`src/rtl/ht_reset_seq_if.sv`:
```
// Handshake bundle between the reset sequencer and the units it initialises.
// The sequencer owns the master modport; the downstream units (or a bench) own the slave modport.
interface ht_reset_seq_if #(
    parameter int NUM_UNITS = 4
);
    logic                 i_rst_req;
    logic [NUM_UNITS-1:0] i_done;
    logic                 r_reset;
    logic                 r_ready;
    logic                 r_timeout;
    logic                 r_busy;

    modport master (
        input  i_rst_req,
        input  i_done,
        output r_reset,
        output r_ready,
        output r_timeout,
        output r_busy
    );

    modport slave (
        output i_rst_req,
        output i_done,
        input  r_reset,
        input  r_ready,
        input  r_timeout,
        input  r_busy
    );
endinterface

```
`src/rtl/ht_reset_seq.sv`:
```
// Unit reset sequencer: stretches reset to MIN_CYC cycles, then waits (with timeout)
// for every downstream unit to report init done before raising r_ready.
module ht_reset_seq #(
    parameter int MIN_CYC    = 8,
    parameter int NUM_UNITS  = 4,
    parameter int DONE_BLANK = 2,
    parameter int TIMEOUT    = 1024
) (
    input  logic          clk1x,
    input  logic          i_reset,
    ht_reset_seq_if.master bus
);

    localparam int CNT_SPAN = (MIN_CYC > TIMEOUT) ? MIN_CYC : TIMEOUT;
    localparam int CNT_W    = $clog2(CNT_SPAN) + 1;

    typedef enum logic [1:0] {
        S_ASRT = 2'd0,
        S_WAIT = 2'd1,
        S_RDY  = 2'd2
    } state_e;

    state_e             state_q;
    logic [CNT_W-1:0]   cnt_q;
    logic [CNT_W-1:0]   cnt_d;
    // Single physical source for every downstream capture flop; keep it intact.
    (* keep = "true", dont_touch = "true", dont_retime = "true" *)
    logic               r_reset_q;
    logic               r_ready_q;
    logic               r_timeout_q;
    logic               r_busy_q;

    logic [NUM_UNITS-1:0] done_w;
    logic                 all_done;

    assign done_w   = bus.i_done;
    // Stale done levels from before the reset are masked for the first DONE_BLANK wait cycles.
    assign all_done = (cnt_q >= CNT_W'(DONE_BLANK)) && (&done_w);
    assign cnt_d    = (&cnt_q) ? cnt_q : cnt_q + CNT_W'(1);

    // NOTE: i_reset is sampled inside the clocked block, so it is a synchronous reset with top priority.
    // NOTE: every state/output update below is non-blocking so all flops see pre-edge values.
    always_ff @(posedge clk1x) begin
        if (i_reset) begin
            state_q     <= S_ASRT;
            cnt_q       <= '0;
            r_reset_q   <= 1'b1;
            r_busy_q    <= 1'b1;
            r_ready_q   <= 1'b0;
            r_timeout_q <= 1'b0;
        end else begin
            case (state_q)
                S_ASRT: begin
                    if (bus.i_rst_req) begin
                        cnt_q <= '0;
                    end else if (cnt_q == CNT_W'(MIN_CYC - 1)) begin
                        state_q   <= S_WAIT;
                        cnt_q     <= '0;
                        r_reset_q <= 1'b0;
                    end else begin
                        cnt_q <= cnt_d;
                    end
                end

                S_WAIT: begin
                    if (bus.i_rst_req) begin
                        state_q     <= S_ASRT;
                        cnt_q       <= '0;
                        r_reset_q   <= 1'b1;
                        r_timeout_q <= 1'b0;
                    end else if (all_done) begin
                        state_q     <= S_RDY;
                        r_ready_q   <= 1'b1;
                        r_busy_q    <= 1'b0;
                        r_timeout_q <= 1'b0;
                    end else if (cnt_q == CNT_W'(TIMEOUT - 1)) begin
                        state_q     <= S_RDY;
                        r_ready_q   <= 1'b1;
                        r_busy_q    <= 1'b0;
                        r_timeout_q <= 1'b1;
                    end else begin
                        cnt_q <= cnt_d;
                    end
                end

                S_RDY: begin
                    if (bus.i_rst_req) begin
                        state_q     <= S_ASRT;
                        cnt_q       <= '0;
                        r_reset_q   <= 1'b1;
                        r_ready_q   <= 1'b0;
                        r_busy_q    <= 1'b1;
                        r_timeout_q <= 1'b0;
                    end
                end

                default: begin
                    state_q     <= S_ASRT;
                    cnt_q       <= '0;
                    r_reset_q   <= 1'b1;
                    r_busy_q    <= 1'b1;
                    r_ready_q   <= 1'b0;
                    r_timeout_q <= 1'b0;
                end
            endcase
        end
    end

    assign bus.r_reset   = r_reset_q;
    assign bus.r_ready   = r_ready_q;
    assign bus.r_timeout = r_timeout_q;
    assign bus.r_busy    = r_busy_q;

endmodule

```
`src/flat_wrapper.sv`:
```
// flat-port wrapper written by rule: the top's interface ports become plain ports
module ht_reset_seq_flat 
#(
    parameter int MIN_CYC    = 8,
    parameter int NUM_UNITS  = 4,
    parameter int DONE_BLANK = 2,
    parameter int TIMEOUT    = 1024
)
  (clk1x, i_reset, bus_i_rst_req, bus_i_done, bus_r_reset, bus_r_ready, bus_r_timeout, bus_r_busy);
  ht_reset_seq_if #(.NUM_UNITS(NUM_UNITS)) bus_i ();
  input  logic clk1x;
  input  logic i_reset;
  input wire logic [$bits(bus_i.i_rst_req)-1:0] bus_i_rst_req;
  input wire logic [$bits(bus_i.i_done)-1:0] bus_i_done;
  output wire logic [$bits(bus_i.r_reset)-1:0] bus_r_reset;
  output wire logic [$bits(bus_i.r_ready)-1:0] bus_r_ready;
  output wire logic [$bits(bus_i.r_timeout)-1:0] bus_r_timeout;
  output wire logic [$bits(bus_i.r_busy)-1:0] bus_r_busy;
  assign bus_i.i_rst_req = bus_i_rst_req;
  assign bus_i.i_done = bus_i_done;
  assign bus_r_reset = bus_i.r_reset;
  assign bus_r_ready = bus_i.r_ready;
  assign bus_r_timeout = bus_i.r_timeout;
  assign bus_r_busy = bus_i.r_busy;
  ht_reset_seq #(.MIN_CYC(MIN_CYC), .NUM_UNITS(NUM_UNITS), .DONE_BLANK(DONE_BLANK), .TIMEOUT(TIMEOUT)) u_core (.clk1x(clk1x), .i_reset(i_reset), .bus(bus_i));
endmodule
```
`config.mk`:
```
export PLATFORM = sky130hd
export DESIGN_NAME = ht_reset_seq_flat
export DESIGN_NICKNAME = d
export VERILOG_FILES = /design/src/rtl/ht_reset_seq_if.sv /design/src/rtl/ht_reset_seq.sv /design/src/flat_wrapper.sv
export SDC_FILE = /design/constraint.sdc
export NUM_CORES = 1
export LEC_CHECK = 0
export ABC_AREA = 0
export CORE_UTILIZATION = 51
export CTS_BUF_LIST = sky130_fd_sc_hd__clkbuf_8 sky130_fd_sc_hd__clkbuf_16
export DETAILED_ROUTE_END_ITERATION = 8
export GPL_ROUTABILITY_DRIVEN = 0
export PLACE_DENSITY = 0.84
export SLEW_MARGIN = 10
export SYNTH_ARGS = -nofsm -noshare
export SYNTH_HDL_FRONTEND = slang
export SYNTH_SLANG_ARGS = --single-unit
```
`constraint.sdc`:
```
create_clock -name clk1x -period 2.05 [get_ports clk1x]
set_input_delay 0.615 -clock clk1x [delete_from_list [all_inputs] [get_ports clk1x]]
set_output_delay 0.615 -clock clk1x [all_outputs]
set_load 0.05 [all_outputs]
```
==> results by group, run 1 <==
Final layout
  • N_diodes: 0
  • Area of the multi-input gates: 816 sq um
  • Layout cells sized above 1: between 30% and 40%
  • Filler Cell Count: between 150 and 200
  • Finished Layout Cells: approximately 220
  • Seq. cell area: 347 sq um
  • Fin nets: between 200 and 250
  • Synthesis-to-layout area growth: 33.5%

Die
  • Core ar.: 2210 sq um
  • Num rows: 17
  • Die ar.: between 2000 and 3000 sq um
  • Starting Density: 54.4%
  • Die X: 50.6 microns
  • Die Ht: between 50 and 60 microns
  • IO Pins: 11

Placement
  • Number of I/O port buffers: 10
  • Dpl ws: -0.186 ns
  • HPWL after DPL: around 2500 microns
  • Placed cell count: about 210

Power and ir drop
  • Clock share of power: roughly two fifths
  • Switching Fraction: 22.6%
  • Part of the power in registers: between 50 and 60%
  • Combinational share of power: between 8 and 9%
  • Lkg Pwr: 0.635 nW
  • Cell Pwr Density: 398 nW/um^2
  • Max VDD drop: approximately 300 uV
  • NetSw: roughly 140 uW
  • Pint: approximately 500 uW

Clock network
  • Clk pin slew, worst setup/hold paths: about 0.07 ns
  • Clk Tree Root Cell: clkbuf_8
  • CTS Buffer Depth: 2
  • H-Tree Depth: 1
  • Clk Latency, worst-skew pair: approximately 0.25 ns
  • CTS Buf Count: 3
  • CTS tree: yes
  • Hold Buf Count CTS: 0
  • Clock sinks: 17

Job
  • Max-Cap Viols: 0

Setup path
  • Worst Path Required: ~2.2 ns
  • Worst Setup End Kind: register
  • CP Class: register to register
  • CP top delay family: compound AO/OA/AOI/OAI gates
  • Crit Path Max Fanout: 6
  • Max stage delay on crit path: between 0.4 and 0.5 ns
  • CP Depth: 6
  • R2r startpoint: u_core.cnt_q[3]
  • Worst r2r dst: u_core.cnt_q[9]
  • Crit path buffers/inverters: 1
  • Crit path cell chain: nor4_1 -> nand3_2 -> a211oi_2 -> buf_4 -> o2111ai_1 -> a221oi_1
  • R2R cell count: 6
  • Crit path to: u_core.cnt_q[9]
  • Startpoint Class: register
  • Crit path from: u_core.cnt_q[3]
  • CP max-delay cell: nor4_1
  • R2R Setup Slk: approximately 0.05 ns
  • Arrival time worst endpoint: 2.16 ns

Hold path
  • HP Class: register to register
  • Hold Path Origin: u_core.bus.r_ready

STA
  • Hold_ws: between 0.4 and 0.5 ns
  • Final setup vio count: 0
  • Share of the clock period used by the worst path: 97.6%
  • Worst-Margin Slew: 0.485 ns
  • Final Hold Fails: 0
  • Slew Limit Fails: 0
  • Crit path time final: about 2.0 ns
  • Fmax: between 400 and 500 MHz
  • Clock skew: roughly 0.0017 ns
  • Slew headroom: between 60% and 70%
  • PnR worst setup slack: 0.0499 ns

Detailed routing
  • Wire per inst: around 16 microns
  • DRT iter0 DRCs: 72
  • WL final: roughly 3500 microns
  • Vias: between 1000 and 1500
  • DR pass1 iterations: 4
  • Antenna-violating nets left: 0
  • Via density: about 6.4
  • DRC: 0

Global routing
  • Gr ovfl total: 0
  • Total GRT Usage: between 20% and 30%
  • Vias in the first global route: 1237
  • First-pass GRT wire length: between 5000 and 6000 microns
  • Initial antenna violation count: 0
  • Pin count of the biggest net entering global routing: 11

Logic synthesis
  • Syn_nets: 165
  • Synth warn: 0
  • Gate Count Post-Synth: roughly 150
  • Mapped Area: roughly 1200 sq um
  • Post-Syn Area per Cell: between 7 and 8 sq um

Status
  • Status: completed
[worst min-delay path: stages (launching register included)]
cell and delay, ns:
dfxtp_1 0.31, inv_1 0.05, a21oi_1 0.05
[power by group through the flow]
stage,sequential [mW],clock [mW],combinational (mW)
floorplan,0.341,0,0.0221
global placement,0.342,0,0.0498
detailed placement,0.342,0,0.0517
CTS,0.335,0.256,0.0522
global route,0.336,0.273,0.0610
finish,0.335,0.248,0.0564
[metal layers]
layer	up-vias	part of all wire, %	global-route usage, %
met4	0	2.9	16.7
met2	87	48	46.4
met1	630	41	35.8
met3	12	7.4	5.76
li1	658	-	-
met5	-	0	0
[flip-flops by register name, indices dropped and copies added (netlist names)]
register	count
u_core.bus.r_busy	1
u_core.bus.r_ready	1
u_core.bus.r_reset	1
u_core.bus.r_timeout	1
u_core.cnt_q	11
u_core.state_q	2
[metrics by stage]
stage	cell area, sq um	TNS [ns]	utilization, %	total power, mW
after global placement	1500	-1.15	67.8	0.392
final	1610	0	72.6	0.640
after CTS	1540	0	69.8	0.643
after global routing	1610	-0.101	72.6	0.670
after detailed placement	1500	-1.76	67.8	0.394
after floorplan	1200	0	-	0.364
[layout by cell type, fill, tap and decap left out, drive strengths merged, types with 4 or more instances in the layout]
cell type,instances
buf,35
nand2,17
dfxtp,17
inv,12
nand3,12
a21oi,11
nor2,6
clkdlybuf4s50,6
nand4,5
ha,5
a221oi,5
o211ai,4
o21ai,4
nor3,4
[layout make-up]
class | count | share of cell area, %
Sequential cell | 17 | 21.6
Clock buffer | 3 | 2.57
Timing Repair Buffer | 41 | 20.1
Tap cell | 28 | 2.18
Inverter | 11 | 2.57
Multi-Input combinational cell | 116 | 50.8
Clock inverter | 1 | 0.234
[how the worst min path moves through the flow]
stage | endpoint | slack [ns] | cells after the start
after floorplan | u_core.cnt_q[0] | 0.47 | 2
after global placement | u_core.bus.r_ready | 0.44 | 2
after detailed placement | u_core.bus.r_ready | 0.44 | 2
after CTS | u_core.bus.r_ready | 0.46 | 2
after global routing | u_core.bus.r_ready | 0.48 | 2
final | u_core.bus.r_ready | 0.46 | 2
[timing repair]
action / in CTS / in global routing
setup endpoints to repair: 4 / 13
gates resized for setup: 1 / 13
endpoints found under the hold margin: 0 / 0
pin swaps: 1 / 5
setup buffers: 0 / 2
Note: power is estimated with default switching activity, not from simulation.
==> run 2: changes to the inputs <==
--- a/config.mk
+++ b/config.mk
@@ -11,7 +11,7 @@
 export DETAILED_ROUTE_END_ITERATION = 8
 export GPL_ROUTABILITY_DRIVEN = 0
 export PLACE_DENSITY = 0.84
-export SLEW_MARGIN = 10
+export SLEW_MARGIN = 25
 export SYNTH_ARGS = -nofsm -noshare
 export SYNTH_HDL_FRONTEND = slang
 export SYNTH_SLANG_ARGS = --single-unit
==> results of run 2 <==
Final layout, timing and power as in run 1 (identical DEF).
